### src/rtl/invader_fleet.sv
`timescale 1ns/1ps
// invader_fleet: invader formation state (alive mask, fleet origin, march direction and step timing).
// Removes hit invaders, steps the fleet on frame pulses and reports wave clear / fleet landed.
module invader_fleet #(
    parameter int unsigned INVADERS_H = 11,
    parameter int unsigned INVADERS_V = 5,
    parameter int unsigned OFFSET_H   = 40,
    parameter int unsigned OFFSET_V   = 32,
    parameter int unsigned SPR_W      = 32,
    parameter int unsigned SPR_H      = 24,
    parameter int unsigned X_START    = 96,
    parameter int unsigned Y_START    = 64,
    parameter int unsigned X_MIN      = 16,
    parameter int unsigned X_MAX      = 624,
    parameter int unsigned STEP_X     = 4,
    parameter int unsigned STEP_Y     = 16,
    parameter int unsigned Y_LIMIT    = 416,
    parameter int unsigned MIN_PERIOD = 2
) (
    input  logic        clk,
    input  logic        rst_n,
    input  logic        frame,
    input  logic        start,
    input  logic [5:0]  invader_collision,
    output logic [54:0] invaders,
    output logic [9:0]  invaders_x,
    output logic [9:0]  invaders_y,
    output logic        kill_pulse,
    output logic [2:0]  kill_row,
    output logic        wave_clear,
    output logic        fleet_landed
);
    localparam int unsigned NUM  = INVADERS_H * INVADERS_V;
    localparam int unsigned PW   = 11;
    localparam int unsigned OW   = 10;
    localparam int unsigned IW   = 6;
    localparam int unsigned PADW = 1 << IW;
    localparam int unsigned CW   = 4;
    localparam int unsigned RW   = 3;
    localparam int unsigned CNTW = 6;

    typedef enum logic [1:0] {S_IDLE, S_MARCH, S_CLEAR, S_LANDED} state_t;

    state_t          state, state_nxt;
    logic [NUM-1:0]  mask, mask_nxt;
    logic [OW-1:0]   pos_x, pos_x_nxt, pos_y, pos_y_nxt;
    logic            dir_right, dir_right_nxt;
    logic [CNTW-1:0] frame_cnt, frame_cnt_nxt;
    logic            kill_pulse_nxt;
    logic [RW-1:0]   kill_row_nxt;
    logic            wave_clear_nxt, fleet_landed_nxt;

    logic [INVADERS_H-1:0] col_any;
    logic [INVADERS_V-1:0] row_any;
    logic [CW-1:0]         lcol, rcol;
    logic [RW-1:0]         brow;
    logic [CNTW-1:0]       alive_cnt, period_m1;
    logic                  step_due;

    logic [IW-1:0]  hit_idx;
    logic [NUM-1:0] hit_bit;
    logic           hit_valid;
    logic [RW-1:0]  hit_row;

    logic [PW-1:0] x_ext, y_ext, left_edge, right_edge, x_step, y_step;
    logic          dir_step, landed_now;

    // Live extents and alive count of the registered mask
    always_comb begin
        col_any   = '0;
        row_any   = '0;
        lcol      = '0;
        rcol      = '0;
        brow      = '0;
        alive_cnt = '0;
        for (int r = 0; r < INVADERS_V; r++) begin
            for (int c = 0; c < INVADERS_H; c++) begin
                col_any[c] = col_any[c] | mask[r*INVADERS_H + c];
                row_any[r] = row_any[r] | mask[r*INVADERS_H + c];
            end
        end
        for (int c = INVADERS_H - 1; c >= 0; c--) begin
            if (col_any[c]) lcol = CW'(c);
        end
        for (int c = 0; c < INVADERS_H; c++) begin
            if (col_any[c]) rcol = CW'(c);
        end
        for (int r = 0; r < INVADERS_V; r++) begin
            if (row_any[r]) brow = RW'(r);
        end
        for (int k = 0; k < NUM; k++) begin
            alive_cnt = alive_cnt + CNTW'(mask[k]);
        end
    end

    assign period_m1 = CNTW'(MIN_PERIOD - 1) + (alive_cnt >> 1);
    assign step_due  = frame_cnt >= period_m1;

    // Out-of-range indices shift past the mask and never match a live bit
    assign hit_idx   = invader_collision - IW'(1);
    assign hit_bit   = NUM'(PADW'(1) << hit_idx);
    assign hit_valid = (invader_collision != '0) && ((hit_bit & mask) != '0);
    assign hit_row   = RW'(hit_idx / IW'(INVADERS_H));

    assign x_ext      = PW'(pos_x);
    assign y_ext      = PW'(pos_y);
    assign left_edge  = x_ext + PW'(lcol) * PW'(OFFSET_H);
    assign right_edge = x_ext + PW'(rcol) * PW'(OFFSET_H) + PW'(SPR_W);

    // Candidate position after one march step
    always_comb begin
        x_step   = x_ext;
        y_step   = y_ext;
        dir_step = dir_right;
        if (dir_right) begin
            if (right_edge + PW'(STEP_X) > PW'(X_MAX)) begin
                y_step   = y_ext + PW'(STEP_Y);
                dir_step = 1'b0;
            end else begin
                x_step = x_ext + PW'(STEP_X);
            end
        end else begin
            // Also turn before the origin itself would drop below zero
            if ((left_edge < PW'(X_MIN + STEP_X)) || (x_ext < PW'(STEP_X))) begin
                y_step   = y_ext + PW'(STEP_Y);
                dir_step = 1'b1;
            end else begin
                x_step = x_ext - PW'(STEP_X);
            end
        end
        landed_now = (y_step + PW'(brow) * PW'(OFFSET_V) + PW'(SPR_H)) >= PW'(Y_LIMIT);
    end

    // Next-state and registered outputs
    always_comb begin
        state_nxt        = state;
        mask_nxt         = mask;
        pos_x_nxt        = pos_x;
        pos_y_nxt        = pos_y;
        dir_right_nxt    = dir_right;
        frame_cnt_nxt    = frame_cnt;
        kill_pulse_nxt   = 1'b0;
        kill_row_nxt     = kill_row;
        wave_clear_nxt   = wave_clear;
        fleet_landed_nxt = fleet_landed;
        if (start) begin
            state_nxt        = S_MARCH;
            mask_nxt         = '1;
            pos_x_nxt        = OW'(X_START);
            pos_y_nxt        = OW'(Y_START);
            dir_right_nxt    = 1'b1;
            frame_cnt_nxt    = '0;
            wave_clear_nxt   = 1'b0;
            fleet_landed_nxt = 1'b0;
        end else if (state == S_MARCH) begin
            if (mask == '0) begin
                state_nxt      = S_CLEAR;
                wave_clear_nxt = 1'b1;
            end else begin
                if (hit_valid) begin
                    mask_nxt       = mask & ~hit_bit;
                    kill_pulse_nxt = 1'b1;
                    kill_row_nxt   = hit_row;
                end
                if (frame) begin
                    if (step_due) begin
                        frame_cnt_nxt = '0;
                        pos_x_nxt     = OW'(x_step);
                        pos_y_nxt     = OW'(y_step);
                        dir_right_nxt = dir_step;
                        if (landed_now) begin
                            state_nxt        = S_LANDED;
                            fleet_landed_nxt = 1'b1;
                        end
                    end else begin
                        frame_cnt_nxt = frame_cnt + CNTW'(1);
                    end
                end
            end
        end
    end

    always_ff @(posedge clk or negedge rst_n) begin
        if (!rst_n) begin
            state        <= S_IDLE;
            mask         <= '1;
            pos_x        <= OW'(X_START);
            pos_y        <= OW'(Y_START);
            dir_right    <= 1'b1;
            frame_cnt    <= '0;
            kill_pulse   <= 1'b0;
            kill_row     <= '0;
            wave_clear   <= 1'b0;
            fleet_landed <= 1'b0;
        end else begin
            state        <= state_nxt;
            mask         <= mask_nxt;
            pos_x        <= pos_x_nxt;
            pos_y        <= pos_y_nxt;
            dir_right    <= dir_right_nxt;
            frame_cnt    <= frame_cnt_nxt;
            kill_pulse   <= kill_pulse_nxt;
            kill_row     <= kill_row_nxt;
            wave_clear   <= wave_clear_nxt;
            fleet_landed <= fleet_landed_nxt;
        end
    end

    assign invaders   = mask;
    assign invaders_x = pos_x;
    assign invaders_y = pos_y;

endmodule
### config.mk
export PLATFORM = sky130hd
export DESIGN_NAME = invader_fleet
export DESIGN_NICKNAME = d
export VERILOG_FILES = /design/src/rtl/invader_fleet.sv
export SDC_FILE = /design/constraint.sdc
export NUM_CORES = 1
export LEC_CHECK = 0
export ABC_AREA = 1
export BUFFER_PORTS_ARGS = -buffer_cell sky130_fd_sc_hd__buf_2
export CAP_MARGIN = 25
export CORE_MARGIN = 3
export CORE_UTILIZATION = 30
export CTS_CLUSTER_SIZE = 40
export DETAILED_ROUTE_END_ITERATION = 12
export GPL_TIMING_DRIVEN = 0
export HOLD_SLACK_MARGIN = 0.08
export PLACE_DENSITY = 0.58
export SLEW_MARGIN = 20
export SYNTH_ARGS = -nofsm -noshare
export SYNTH_HDL_FRONTEND = slang
export SYNTH_SLANG_ARGS = --single-unit
### constraint.sdc
create_clock -name clk -period 7.3 [get_ports clk]
set_clock_uncertainty 0.1 [all_clocks]
set_input_delay 1.095 -clock clk [delete_from_list [all_inputs] [get_ports clk]]
set_output_delay 1.095 -clock clk [all_outputs]
set_load 0.01 [all_outputs]
Word-level counts from Yosys, hierarchy flattened
Index checks and enable logic that the tools add are counted.
Widths: inputs -> output; s select.

storage, ports and cells
  memories = 0
  word-level logic and storage cells = 277
  output and inout port bits = 81
  ROM bits = 0
  input bits = 10
  register bits after elaboration = 90
  latch bits = 0
  RAM bits = 0

operators by class
  multipliers = 2
  add/sub/neg operators = 66
  equal/unequal tests = 4
  shift operators = 1
  reduce and logical (&&, ||, !) cells = 22
  $lt $le $gt $ge = 5
  multiplexer cells = 77
  bitwise logic cells = 89
  div/mod/pow operators = 1

operators by type and width
  cell                   count
  $add 6x1->6            49
  $mux 55                4
  $mux 10                13
  $and 55x55->55         2
  $or 1x1->1             84
  $mux 4                 14
  $logic_not 55->1       1
  $not 55->55            1
  $reduce_bool 55->1     1
  $shl 1x6->55 const A   1
  $mux 11                3
  $mux 6                 5
  $mux 1                 23
  $add 10x10->11         2
  $mux 3                 7
  $mux 2                 8
  $mul 4x3->7 const B    2
  $reduce_and 4->1       3
  $reduce_bool 2->1      6
  $add 10x5->11 const B  1
  $add 11x3->11 const B  1
  $add 11x5->11 const B  1
  $add 11x6->11 const B  1
  $add 11x8->11          1
  other kinds (28)       33

Depth between registers and ports, before layout
  word-level depth = 61
  gate-level depth with buffers = 45
  depth with buffers taken out = 45

Worst setup path before layout
No wires, ideal clock.

  path type = register to register
  start point = register mask[23], in the netlist invaders[23]
  end point = register pos_x[7], in the netlist invaders_x[7]
  slack = 0.058 ns
  required time = 7.077 ns
  library setup time = 0.123 ns
  cell stages (with the launch flop) = 31
  arrival time = 7.019 ns
  path through = dfstp_2 inv_1 fa_1 inv_1 fa_1 fa_1 inv_1 fa_1 fa_1 fa_1 fa_1 inv_1 ha_1 a21oi_1 fa_1 inv_1 ha_1 nand2_1 nor2_1 xnor2_1 ha_1 nand2_1 o21a_1 nand3_1 nor2_1 nor2_1 o21ai_1 inv_1 nand2_1 o21ai_0 a21oi_1

on the way
  word-level cells in the longest chain between the ends = 36

RTL lines
  what                                 RTL line  RTL
  start: declaration                   45        logic [NUM-1:0] mask, mask_nxt;
  start signal: assignment             197       mask <= mask_nxt;
  $add 6x1->6 (32 in a row)            92        alive_cnt = alive_cnt + CNTW'(mask[k]);
  $add 1x5->6                          96        assign period_m1 = CNTW'(MIN_PERIOD - 1) + (alive_cnt >> 1);
  $ge 6x6->1                           97        assign step_due = frame_cnt >= period_m1;
  $reduce_bool 2->1 (no source line)   n/a
  $reduce_and 6->1 (no source line) *  n/a
  end signal: assignment               187       pos_x <= OW'(X_START);
  end signal: assignment               198       pos_x <= pos_x_nxt;
  end: declaration                     46        logic [OW-1:0] pos_x, pos_x_nxt, pos_y, pos_y_nxt;

Every way passes the cells marked *; elsewhere a longest branch is shown, timed or not.
A chain may end at the register's enable or synchronous reset.

Worst setup path in the final report
  start point = register mask[37], in the netlist invaders[37]
  end point = register pos_x[4], in the netlist invaders_x[4]

on the way
  word-level cells in the longest chain between the ends = 22

RTL lines
  what                                 RTL line
  $add 6x1->6 (18 in a row)            92
  $add 1x5->6                          96
  $ge 6x6->1                           97
  $reduce_bool 2->1 (no source line)   n/a
  $reduce_and 6->1 (no source line) *  n/a

Marks and branches as above.

==> results.cfg <==
[run_status]
status = finished clean

[sta]
slew_headroom_pct = 43.0
maxSlewViolCount = 0
fmax_mhz = 139
final.min_clock_period_ns = 7.21
hold_viol = 0
finalSetupViolCount = 0
rsz0062_at_grt = yes
period_share_pct = 98.8
tightestPinTransition_ns = 0.855

[power_and_ir_drop]
finalPower_mw = 1.61
power.density_nw_per_um2 = 164
p_leak_nw = 4.76
peakVddDrop_mv = 0.0803

[yosys]
synth_edf_count = 0
ys_types = 49
yosysSeqAreaShare_pct = 26.1
postSynthRegisterBits = 84
syn_area_per_cell_um2 = 7.26
syn_area_um2 = 8350
synth_async_sr_flop_share_pct = 100
ys_warn_count = 0
synthFlopType = dfstp_2
syn_inst = 1150

[setup_path]
path_common_cell = fa_1
worst_path_max_delay_cell = dfstp_2
arrival_ns = 7.33
cp-start-kind = flip-flop
path_class = reg -> reg
worst-endpoint-required_ns = 7.42
cp_max_fo = 7
worstSetupEndpointType = flip-flop
cpPeakStageDelay_ns = 0.57

[route]
avgRoutedWirePerCell_um = 16.3
route.detailed.drc = 0
final_antenna_net_count = 0
dr.pass1.iters = 5
num_vias = 7854
drt-total-wl_um = 26800
routed_via_density = 4.78
first_iter_violations = 571

[clock_network]
clockRootBuffer = clkbuf_16
htree_levels = 3
insertion_delay_ns = 0.35
path_clk_slew_ns = 0.07
cts.sinks = 84
postCtsHoldBufs = 0
clk_path_buf_depth = 2
numCtsBuffers = 9
cts_tree = yes

[floorplanning]
die_y_um = 173
coreArea_um2 = 27200
row_count = 60
pin_count = 91
die-area_um2 = 29900
start_util_pct = 30.7
die_w_um = 173

[layout]
nFillCells = 2987
stdcell_count = 1644
drive_gt1_share_pct = 21.6
multiInputGateArea_um2 = 5150
register_area_um2 = 2180
fin_area_um2 = 9860
syn2layout_area_growth_pct = 18.2
final_nets = 1389

[global_route]
busiest_layer = met2
grtUsageMet2_pct = 28.3
grt_use_met3_pct = 4.61
grt_pass1_wl_um = 42500
met1_usage_pct = 24.9
grt_pass1_vias = 7549
antenna_found_initial = 2
grt_overflow_total = 0
grt.total_usage_pct = 18.1
grt_start_max_net_pins = 53

[placed_design]
io_buffers = 84
dp_cells = 1612
dpl.hpwl_um = 21800
gp_congestion = 0.958
postPlaceCellArea_um2 = 9280

[min_path]
min-delay-path-class = reg -> reg

[flow_run]
cap_violations = 0
-- per-layer routing --
metal / vias up / share of wire (%)
met3: 43 / 7.5
li1: 3847 / -
met5: - / 0.048
met4: 2 / 2.3
met1: 3691 / 46
met2: 271 / 45
-- per-stage QoR --
stage	hold WS (ns)	TNS (ns)	setup WS [ns]	util (%)
floorplan	0.342	0	0.0581	-
global placement	0.359	-12.19	-0.856	34.0
detailed placement	0.360	-12.52	-0.887	34.1
CTS	0.377	0	0.0191	35.8
global route	0.387	-2.35	-0.221	36.3
finish	0.376	0	0.0879	36.3
-- flip-flops by register name, summed over array words and instances (netlist names), 2 cells and up --
register and count:
frame_cnt 6, invaders_y 6, invaders_x 8, kill_row 3
state 2, invaders 55
-- placed cells by master, fill, tap and decap left out, types with 9 or more instances in the layout --
master / count
dfrtp_1: 25
fa_1: 48
a21oi_1: 28
ha_1: 61
inv_2: 36
inv_1: 238
clkbuf_1: 9
nor4_1: 10
nor3_1: 25
xor2_1: 10
o22ai_1: 32
dfstp_2: 59
clkbuf_16: 9
nor2_1: 115
o21ai_1: 43
nand2_1: 209
nand3_1: 59
o21ai_0: 24
buf_4: 21
buf_2: 88
nand4_1: 25
nand2_2: 9
-- synthesized netlist by cell type (2+ instances only) --
cell	instances	area (um2)
inv_1	246	923
nand2_1	214	803
nor2_1	118	443
ha_1	64	801
nand3_1	61	305
dfstp_2	59	1550
fa_1	49	981
o21ai_1	40	200
o22ai_1	33	206
a21oi_1	31	155
o21ai_0	30	150
inv_2	28	105
nor3_1	26	130
dfrtp_1	25	626
nand4_1	25	156
nor4_1	10	62.6
xor2_1	10	87.6
clkbuf_1	9	33.8
buf_4	7	52.6
xnor2_1	7	61.3
nor3_2	6	60.1
nand2_2	5	31.3
buf_2	4	20.0
buf_6	4	45.0
nor3b_1	4	30.0
a211oi_1	2	15.0
a21o_1	2	15.0
a22o_1	2	17.5
nand3b_1	2	15.0
nor2_8	2	40.0
o21a_1	2	15.0
o21bai_1	2	15.0
o31ai_1	2	15.0
or2_1	2	12.5
or2_2	2	12.5
xor2_4	2	55.1
-- worst paths after layout --
| path | startpoint | to | slack, ns | cells after the start |
|---|---|---|---|---|
| max | invaders[37] | invaders_x[4] | 0.09 | 29 |
| min | kill_row[1] | kill_row[1] | 0.38 | 2 |
| max reg2reg | invaders[37] | invaders_x[4] | 0.09 | 29 |
| min reg2reg | kill_row[1] | kill_row[1] | 0.38 | 2 |
| max in group asynchronous | rst_n | invaders[7] | 5.81 | 2 |
| min in group asynchronous | rst_n | invaders_x[4] | 0.61 | 1 |
-- repair_timing --
| action | 4_1_cts | 5_1_grt |
|---|---|---|
| hold endpoints to repair | 0 | 0 |
| pin swaps | 7 | 6 |
| buffers inserted | 9 | 7 |
| resized for setup | 19 | 33 |
| endpoints found under the setup margin | 21 | 21 |
-- logic make-up after synthesis --
| kind of cell | after synthesis | share of synthesized area, % |
|---|---|---|
| AOI/OAI and AO/OA | 151 | 10.1 |
| xor gates and xnor gates | 20 | 2.64 |
| adders and majority gates | 113 | 21.3 |
| buffers and inverters | 301 | 14.3 |
| DFF | 84 | 26.1 |
| other | 1 | 0.0449 |
| and+or+nand+nor | 480 | 25.5 |
-- report_power, final --
group / switching, mW / internal, mW / leakage, nW
clock network: 0.204 / 0.269 / 0.144
registers: 0.0449 / 0.510 / 0.956
logic: 0.378 / 0.208 / 3.66
-- worst max-delay path, delay by kind of cell (launching register included) --
family | cells | cell delay, ns
adders and majority gates | 11 | 4.62
and+or+nand+nor | 7 | 0.59
DFF | 1 | 0.57
AOI/OAI and AO/OA | 4 | 0.54
xor gates and xnor gates | 3 | 0.44
buffers and inverters | 4 | 0.19
-- final cells by class --
class | instances | area share (%)
multi-input cells | 770 | 52.3
flip-flops and latches | 84 | 22.1
inverters | 276 | 10.5
repair buffers | 100 | 5.78
well taps | 372 | 4.72
clock buffers | 10 | 2.32
plain buffers | 25 | 1.59
clock inverters | 6 | 0.710
diodes | 1 | 0.0254
Note: power is estimated with default switching activity, not from simulation.
